==> src/rtl/muldiv_pkg.sv <==
// Shared op encodings, FSM states and magnitude/negate helpers for the iterative mul/div unit.
// Helpers work on a 64-bit carrier; callers zero-extend in and truncate out.
package muldiv_pkg;

  localparam logic [1:0] OP_MUL  = 2'b00;
  localparam logic [1:0] OP_MLA  = 2'b01;
  localparam logic [1:0] OP_UDIV = 2'b10;
  localparam logic [1:0] OP_SDIV = 2'b11;

  localparam int DW = 64;

  typedef enum logic [1:0] {
    IDLE,
    CALC,
    FIX,
    DONE
  } state_t;

  // Low N bits of the result are the N-bit two's-complement negation for any N <= DW.
  function automatic logic [DW-1:0] neg_w(input logic [DW-1:0] x);
    return ~x + DW'(1);
  endfunction

  function automatic logic [DW-1:0] abs_w(input logic [DW-1:0] x, input logic sgn);
    return sgn ? neg_w(x) : x;
  endfunction

endpackage

==> src/rtl/muldiv_iter_if.sv <==
// Controller <-> mul/div unit bundle: start/flush/operands in, busy/done/results out.
// master = controller side, slave = the muldiv_iter unit.
interface muldiv_iter_if #(
  parameter int WIDTH = 32
);
  logic             start;
  logic             flush;
  logic [1:0]       op;
  logic [WIDTH-1:0] rn;
  logic [WIDTH-1:0] rm;
  logic [WIDTH-1:0] acc;
  logic             busy;
  logic             done;
  logic [WIDTH-1:0] result_lo;
  logic [WIDTH-1:0] result_hi;

  modport master (
    output start, flush, op, rn, rm, acc,
    input  busy, done, result_lo, result_hi
  );

  modport slave (
    input  start, flush, op, rn, rm, acc,
    output busy, done, result_lo, result_hi
  );
endinterface

==> src/rtl/muldiv_iter.sv <==
// Iterative MUL/MLA/UDIV/SDIV, 1 bit per cycle; done at start+WIDTH+2 (divide-by-zero start+2).
// No backpressure: start ignored while busy; MULDIV_EARLY_EXIT_EN ends MUL/MLA once the multiplier is exhausted.
module muldiv_iter #(
  parameter int WIDTH = 32
) (
  input  logic         clk,
  input  logic         reset,
  muldiv_iter_if.slave bus
);
  import muldiv_pkg::*;

  localparam int CW = $clog2(WIDTH) + 1;
  localparam int W2 = 2 * WIDTH;

  state_t           state;
  logic [CW-1:0]    cnt;
  logic [1:0]       op_q;
  logic [W2-1:0]    a;      // MUL: product accumulator; DIV: {remainder, dividend/quotient}
  logic [W2-1:0]    b;      // MUL: shifted multiplicand
  logic [WIDTH-1:0] m;      // MUL: shifting multiplier; DIV: divisor magnitude
  logic             neg_q;
  logic             neg_r;
  logic             busy_q;
  logic             done_q;
  logic [WIDTH-1:0] res_lo;
  logic [WIDTH-1:0] res_hi;

  logic [W2-1:0]    mul_sum;
  logic [W2-1:0]    div_next;
  logic [WIDTH:0]   rem_try;
  logic [WIDTH:0]   rem_diff;
  logic             q_bit;
  logic             last_iter;
  logic             mul_exit;
  logic             zero_skip;
  logic             is_div_in;
  logic [WIDTH-1:0] rn_mag;
  logic [WIDTH-1:0] rm_mag;

  always_comb begin
    mul_sum   = a + (m[0] ? b : '0);
    rem_try   = {a[W2-1:WIDTH], a[WIDTH-1]};
    rem_diff  = rem_try - {1'b0, m};
    q_bit     = ~rem_diff[WIDTH];
    div_next  = {(q_bit ? rem_diff[WIDTH-1:0] : rem_try[WIDTH-1:0]), a[WIDTH-2:0], q_bit};
    last_iter = (cnt == CW'(WIDTH - 1));
    rn_mag    = WIDTH'(abs_w(DW'(bus.rn), bus.rn[WIDTH-1]));
    rm_mag    = WIDTH'(abs_w(DW'(bus.rm), bus.rm[WIDTH-1]));
    is_div_in = bus.op[1];
`ifdef MULDIV_EARLY_EXIT_EN
    mul_exit  = ~op_q[1] & (m[WIDTH-1:1] == '0);
    zero_skip = (bus.rm == '0);
`else
    mul_exit  = 1'b0;
    zero_skip = is_div_in & (bus.rm == '0);
`endif
  end

  always_ff @(posedge clk or negedge reset) begin
    if (!reset) begin
      state  <= IDLE;
      cnt    <= '0;
      op_q   <= '0;
      a      <= '0;
      b      <= '0;
      m      <= '0;
      neg_q  <= 1'b0;
      neg_r  <= 1'b0;
      busy_q <= 1'b0;
      done_q <= 1'b0;
      res_lo <= '0;
      res_hi <= '0;
    end else if (state != IDLE && bus.flush) begin
      state  <= IDLE;
      cnt    <= '0;
      busy_q <= 1'b0;
      done_q <= 1'b0;
    end else begin
      case (state)
        IDLE: begin
          if (bus.start && !bus.flush) begin
            op_q   <= bus.op;
            b      <= {{WIDTH{1'b0}}, bus.rn};
            m      <= bus.rm;
            cnt    <= '0;
            busy_q <= 1'b1;
            neg_q  <= 1'b0;
            neg_r  <= 1'b0;
            case (bus.op)
              OP_MUL:  a <= '0;
              OP_MLA:  a <= {{WIDTH{1'b0}}, bus.acc};
              OP_UDIV: a <= {{WIDTH{1'b0}}, bus.rn};
              default: begin
                a     <= {{WIDTH{1'b0}}, rn_mag};
                m     <= rm_mag;
                neg_q <= bus.rn[WIDTH-1] ^ bus.rm[WIDTH-1];
                neg_r <= bus.rn[WIDTH-1];
              end
            endcase
            if (zero_skip) begin
              state <= FIX;
              // Divide by zero reports quotient 0 and the raw dividend as remainder.
              if (is_div_in) begin
                a     <= {bus.rn, {WIDTH{1'b0}}};
                neg_q <= 1'b0;
                neg_r <= 1'b0;
              end
            end else begin
              state <= CALC;
            end
          end
        end
        CALC: begin
          cnt <= cnt + CW'(1);
          if (op_q[1]) begin
            a <= div_next;
          end else begin
            a <= mul_sum;
            b <= b << 1;
            m <= m >> 1;
          end
          if (last_iter || mul_exit) state <= FIX;
        end
        FIX: begin
          res_lo <= neg_q ? WIDTH'(neg_w(DW'(a[WIDTH-1:0])))  : a[WIDTH-1:0];
          res_hi <= neg_r ? WIDTH'(neg_w(DW'(a[W2-1:WIDTH]))) : a[W2-1:WIDTH];
          done_q <= 1'b1;
          state  <= DONE;
        end
        DONE: begin
          done_q <= 1'b0;
          busy_q <= 1'b0;
          state  <= IDLE;
        end
        default: state <= IDLE;
      endcase
    end
  end

  assign bus.busy      = busy_q;
  assign bus.done      = done_q;
  assign bus.result_lo = res_lo;
  assign bus.result_hi = res_hi;

endmodule

==> src/flat_wrapper.sv <==
// flat-port wrapper written by rule: the top's interface ports become plain ports
module muldiv_iter_flat import muldiv_pkg::*;
#(
  parameter int WIDTH = 32
)
  (clk, reset, bus_start, bus_flush, bus_op, bus_rn, bus_rm, bus_acc, bus_busy, bus_done, bus_result_lo, bus_result_hi);
  muldiv_iter_if #(.WIDTH(WIDTH)) bus_i ();
  input  logic clk;
  input  logic reset;
  input wire logic [$bits(bus_i.start)-1:0] bus_start;
  input wire logic [$bits(bus_i.flush)-1:0] bus_flush;
  input wire logic [$bits(bus_i.op)-1:0] bus_op;
  input wire logic [$bits(bus_i.rn)-1:0] bus_rn;
  input wire logic [$bits(bus_i.rm)-1:0] bus_rm;
  input wire logic [$bits(bus_i.acc)-1:0] bus_acc;
  output wire logic [$bits(bus_i.busy)-1:0] bus_busy;
  output wire logic [$bits(bus_i.done)-1:0] bus_done;
  output wire logic [$bits(bus_i.result_lo)-1:0] bus_result_lo;
  output wire logic [$bits(bus_i.result_hi)-1:0] bus_result_hi;
  assign bus_i.start = bus_start;
  assign bus_i.flush = bus_flush;
  assign bus_i.op = bus_op;
  assign bus_i.rn = bus_rn;
  assign bus_i.rm = bus_rm;
  assign bus_i.acc = bus_acc;
  assign bus_busy = bus_i.busy;
  assign bus_done = bus_i.done;
  assign bus_result_lo = bus_i.result_lo;
  assign bus_result_hi = bus_i.result_hi;
  muldiv_iter #(.WIDTH(WIDTH)) u_core (.clk(clk), .reset(reset), .bus(bus_i));
endmodule
==> config.mk <==
export PLATFORM = sky130hd
export DESIGN_NAME = muldiv_iter_flat
export DESIGN_NICKNAME = d
export VERILOG_FILES = /design/src/rtl/muldiv_pkg.sv /design/src/rtl/muldiv_iter_if.sv /design/src/rtl/muldiv_iter.sv /design/src/flat_wrapper.sv
export SDC_FILE = /design/constraint.sdc
export NUM_CORES = 1
export LEC_CHECK = 0
export ABC_AREA = 1
export CORE_ASPECT_RATIO = 0.5
export CORE_MARGIN = 2
export CORE_UTILIZATION = 40
export CTS_CLUSTER_DIAMETER = 60
export DETAILED_ROUTE_END_ITERATION = 10
export PLACE_DENSITY_LB_ADDON = 0.3
export SETUP_SLACK_MARGIN = 0.5
export SYNTH_ARGS = -nofsm -noshare
export SYNTH_HDL_FRONTEND = slang
export SYNTH_SLANG_ARGS = --single-unit
==> constraint.sdc <==
create_clock -name clk -period 4.85 [get_ports clk]
set_input_delay 0.485 -clock clk [delete_from_list [all_inputs] [get_ports clk]]
set_output_delay 0.485 -clock clk [all_outputs]
set_load 0.01 [all_outputs]
======== Yosys cells after proc, flatten, opt, wreduce, memory -nomap -nowiden ========
Index checks and enable logic that the tools add are counted.
cells by class
  $add $sub $neg .......................... 7
  multipliers ............................. 0
  divide/modulo/power cells ............... 0
  magnitude comparators ................... 0
  equality and inequality tests ........... 10
  shift-type cells ........................ 0
  mux-type cells .......................... 38
  bitwise operators ....................... 8
  reduce and logical (&&, ||, !) cells .... 19
operator list
  cell                     number
  $mux W64                 7
  $mux W32                 8
  $pmux W64 S2             2
  $add A32 B1 Y32 const B  4
  $not A32 Y32             4
  $pmux W32 S3             1
  $add A64 B64 Y64         1
  $pmux W32 S2             1
  $sub A33 B32 Y33         1
  $logic_not A32 Y1        1
  $mux W6                  2
  $pmux W6 S2              1
  $mux W1                  9
  $reduce_bool A3 Y1       3
  $mux W2                  4
  $pmux W2 S4              1
  $reduce_and A2 Y1        4
  $add A6 B1 Y6 const B    1
  $eq A2 B2 Y1 const B     3
  $eq A6 B5 Y1 const B     1
  $ne A3 B1 Y1 const B     2
  $reduce_and A3 Y1        2
  $eq A2 B1 Y1 const B     2
  $logic_not A2 Y1         2
  other kinds (11)         15
storage, ports and cells
  flip-flop bits (word level) ............. 238
  latch bits .............................. 0
  bits in writable memories ............... 0
  memory bits (read-only) ................. 0
  input port bits ......................... 102
  output and inout bits ................... 66
  word-level logic and storage cells ...... 94
  memories ................................ 0

======== Logic depth before layout (Yosys ltp) ========
  depth after elaboration ................. 8
  gate-level depth with buffers ........... 21
  gate-level depth less buffers ........... 20

======== Least setup slack after synthesis ========
No wires, ideal clock.
  path type ............................... flip-flop to flip-flop
  from .................................... register u_core.m[0]
  to ...................................... register u_core.a[40]
  library setup time ...................... 113 ps
  arrival time ............................ 2472 ps
  required time ........................... 4737 ps
  setup slack ............................. 2265 ps
  stages on the path, launching flop included .. 19
  buffers on the path ..................... 2
  period minus slack after synthesis ...... 2585 ps
  cell sequence ........................... dfrtp_1 -> clkbuf_1 -> buf_1 -> nand2_1 -> inv_1 -> ha_1 -> nand2_1 -> nand3_1 -> nand2_1 -> nand2_1 -> nand2_1 -> nand3_1 -> nand3_1 -> nand2_1 -> or2_2 -> nand3_1 -> nand3b_1 -> nand2_1 -> inv_1
between the ends
  word-level cells in the longest chain between the ends .. 4
  elaborated cells on any way between the ends .. 6
  classes of those cells .................. 2 x add/sub; 4 x mux
RTL lines
  item                                          RTL line                              RTL
  from (decl)                                   muldiv_iter.sv:20                     logic [WIDTH-1:0] m;
  from (signal assigned)                        muldiv_iter.sv:84                     m <= bus.rm;
  from (signal assigned)                        muldiv_iter.sv:95                     m <= rm_mag;
  from (signal assigned)                        muldiv_iter.sv:120                    m <= m >> 1;
  $mux W64 or $sub A33 B32 Y33 (tied branches)  muldiv_iter.sv:41, muldiv_iter.sv:43
  $add A64 B64 Y64 or $mux W32 (tied branches)  muldiv_iter.sv:41, muldiv_iter.sv:45
  $mux W64 (*)                                  muldiv_iter.sv:115                    if (op_q[1]) begin
  $pmux W64 S2 (*)                              muldiv_iter.sv:79                     case (state)
  to (signal assigned)                          muldiv_iter.sv:91                     OP_MLA: a <= {{WIDTH{1'b0}}, bus.acc};
  to (signal assigned)                          muldiv_iter.sv:116                    a <= div_next;
  to (signal assigned)                          muldiv_iter.sv:118                    a <= mul_sum;
  to (decl)                                     muldiv_iter.sv:18                     logic [W2-1:0] a;
Every way passes the cells marked *; elsewhere a longest branch is shown, timed or not.
A chain may end at the register's enable or synchronous reset.

======== Worst setup path in the final report ========
  from .................................... register u_core.m[0]
  to ...................................... register u_core.a[54]
Same word-level chain as after synthesis.

==> reports/qor.csv <==
metric,value,unit
outcome,finished clean,
Total GRT Usage,30.9,%
Site Rows,62,
RSZ-0062 raised after global routing,no,
Ant. Diodes,0,
global-route wire length before repair,146,mm
Post-synth ARST share,100,%
Sw Pwr,12.6,mW
gr ovfl total,0,
"Hold-fix buffers, CTS",1,
power per cell area,805,nW/um^2
max_cap viols,0,
clock latency at the later pin of the worst-skew pair,0.60,ns
Setup TNS,0,ns
Reg power frac,18.8,%
Max Freq,0.269,GHz
Worst slew margin,35.4,%
syn nets,4215,
DRC violations left,0,
DR iter-0 viols,3200,
clock network power share,10.6,%
via/cell ratio,5.40,
Power Internal,9.02,mW
antenna violations before repair,5,
min Tclk post-route,3.72,ns
"count leader, synth",nand2_1,
Worst Clk Skew,0.0278,ns
# fillers,6176,
Synth area leaders,"dfrtp_1 25%, nand2_1 21%, inv_1 12%, nor2_1 5.7%, ha_1 5.6%",
"Critical Path, Cell by Cell",nand2_1 -> inv_1 -> ha_1 -> fa_1 -> nand3_1 -> nand3_1 -> nand2_1 -> nand2_1 -> nand2_1 -> nand3b_1 -> nand2_1 -> nand3_1 -> nand2_1 -> nand3_1 -> nand2_1 -> nand2_1 -> a21oi_1,
clock sinks,237,
share of the synthesized area in the top cell type,25.2,%
worst vdd ir,0.423,mV
via count,26500,
sw frac,58.3,%
"Net count, final",4329,
"area leader, netlist",dfrtp_1,
Post-Place Setup Slack,1.29,ns
Area after DPL,25900,um^2
"Req. time, crit path",5.35,ns
Most common cell on crit path,nand2_1,
"Seq/Total Area, Yosys",25.2,%
GPL Wtd Cong,1.07,
Routed WL,95.6,mm
layout cell share with drive strength beyond 1,3.24,%
largest net degree at the start of global routing,89,
number of global-route vias before repair,24500,
Mean Syn Cell Area,5.87,um^2
Leak Pwr,14.6,nW
Antenna Nets Post-Route,0,
hpwl dp,76.0,mm
final setup margin,1.13,ns
final core utilization,46.6,%
Worst EP arrival,4.22,ns
Finish-stage setup viols,0,
Hold Crit Class,in -> async,
die footprint,60900,um^2
detailed-route wire length per cell,19.5,um
Post-Synthesis Cells,4006,
dominant synthesized flop cell,dfrtp_1,
Die Wd,347,um
Die Y-Extent,175,um
Top delay family on crit path,simple AND/OR/NAND/NOR gates,
Worst Max-Slew Pin Slew,0.969,ns
Resized Gates After CTS,0,
Startpoint Class,flip-flop,
Final Hold Viols,0,
Clock Path Buffers,3,
Seq cells post-synth,237,
initial core utilization,40.8,%
Comb pwr share,70.7,%
hold slack,0.465,ns
Unique masters post-synth,56,
Post-CTS Setup Inserts,0,
Slowest cell on crit path,dfrtp_2,
"Reg clk slew, reported paths",0.07,ns
Final Cycle Share,76.7,%
mapped cell area,23500,um^2
number of buffers created by CTS,27,
CP peak stage delay,0.65,ns
Post-synth EDFFs,0,
"Slew Viols, Final",0,
WS Path Type,reg -> reg,
Layout Cell Area excl Fill,26900,um^2
Core Box Area,57700,um^2
"Area growth, synth to finish",14.2,%
Port Buf Inserts,167,
Worst Path Max Fanout,29,
"Buf+Inv Stages, Crit Path",1,
synth warn,0,
CTS tree,yes,
H-tree Lvls,1,
io pins,168,
most frequent cells after synthesis,"1344 x nand2_1, 740 x inv_1, 356 x nor2_1, 237 x dfrtp_1, 231 x nand3_1",
Worst Setup End Kind,flip-flop,
DRT Pass-1 Iters,6,
root buf cell,clkbuf_16,
[path summary, 6_finish.rpt]
check | slack, ns | to | startpoint | depth (start not counted)
max | 1.13 | u_core.a[54] | u_core.m[0] | 17
max reg2reg | 1.13 | u_core.a[54] | u_core.m[0] | 17
max in group asynchronous | 3.16 | u_core.b[50] | reset | 3
min | 0.47 | u_core.cnt[3] | reset | 2
min reg2reg | 0.48 | u_core.bus.result_lo[25] | u_core.bus.result_lo[25] | 2
min in group clk | 0.48 | u_core.bus.result_lo[25] | u_core.bus.result_lo[25] | 2
[per-layer routing]
metal  part of all wire (%)  wire length [um]  vias up  track usage [%]
met3                     11             10100      185             6.56
li1                       -                 -    12800                -
met1                     46             43700    12300             45.2
met5                  0.026                25        -                0
met4                    3.5              3300        4             9.46
met2                     40             38400     1244             45.2
[registers in the layout (all words and copies together), names as in the netlist]
name	cells
u_core.bus.result_lo	32
u_core.neg_q	1
u_core.bus.result_hi	32
u_core.b	64
u_core.bus.busy	1
u_core.bus.done	1
u_core.neg_r	1
u_core.state	2
u_core.m	32
u_core.op_q	1
u_core.a	64
u_core.cnt	6
[layout make-up]
type / instances / area, um^2 / share of cell area [%]
Multi-Input combinational cell: 2901 / 14300 / 53.0
Sequential cell: 237 / 5930 / 22.1
Inverter: 748 / 2810 / 10.5
Timing Repair Buffer: 205 / 1960 / 7.31
Tap cell: 768 / 961 / 3.58
Clock buffer: 34 / 722 / 2.69
Clock inverter: 16 / 221 / 0.824
[cell usage in the layout, fill, tap and decap left out, types with 37 or more instances in the layout]
cell type / instances
ha_1: 104
o21ai_0: 211
dfrtp_1: 235
a21oi_1: 202
inv_1: 739
nor2_1: 355
nand2_1: 1344
nand3_1: 231
nor3_1: 41
o22ai_1: 40
buf_4: 37
clkdlybuf4s50_1: 166
a31oi_1: 57
xor2_1: 89
[power by group through the flow]
stage / combinational, mW / sequential (mW) / clock (mW)
final: 15.3 / 4.06 / 2.29
after floorplan: 10.1 / 3.65 / 0
after detailed placement: 14.8 / 4.04 / 0
after global placement: 14.7 / 4.03 / 0
after global routing: 17.0 / 4.13 / 2.40
after CTS: 14.9 / 4.01 / 2.32
[through the flow]
step	std cells	power, mW
detailed placement	4858	18.9
global route	4909	23.5
global placement	4858	18.8
floorplan	4006	13.8
finish	4909	21.6
CTS	4909	21.3
[cells by family after synthesis]
family,count (synthesis),synth area share [%]
simple gates,2091,36.7
buf+inv,868,14.3
compound gates,598,14.2
flops,237,25.2
xor+xnor,105,3.91
fa+ha+maj,107,5.76
Note: power is estimated with default switching activity, not from simulation.
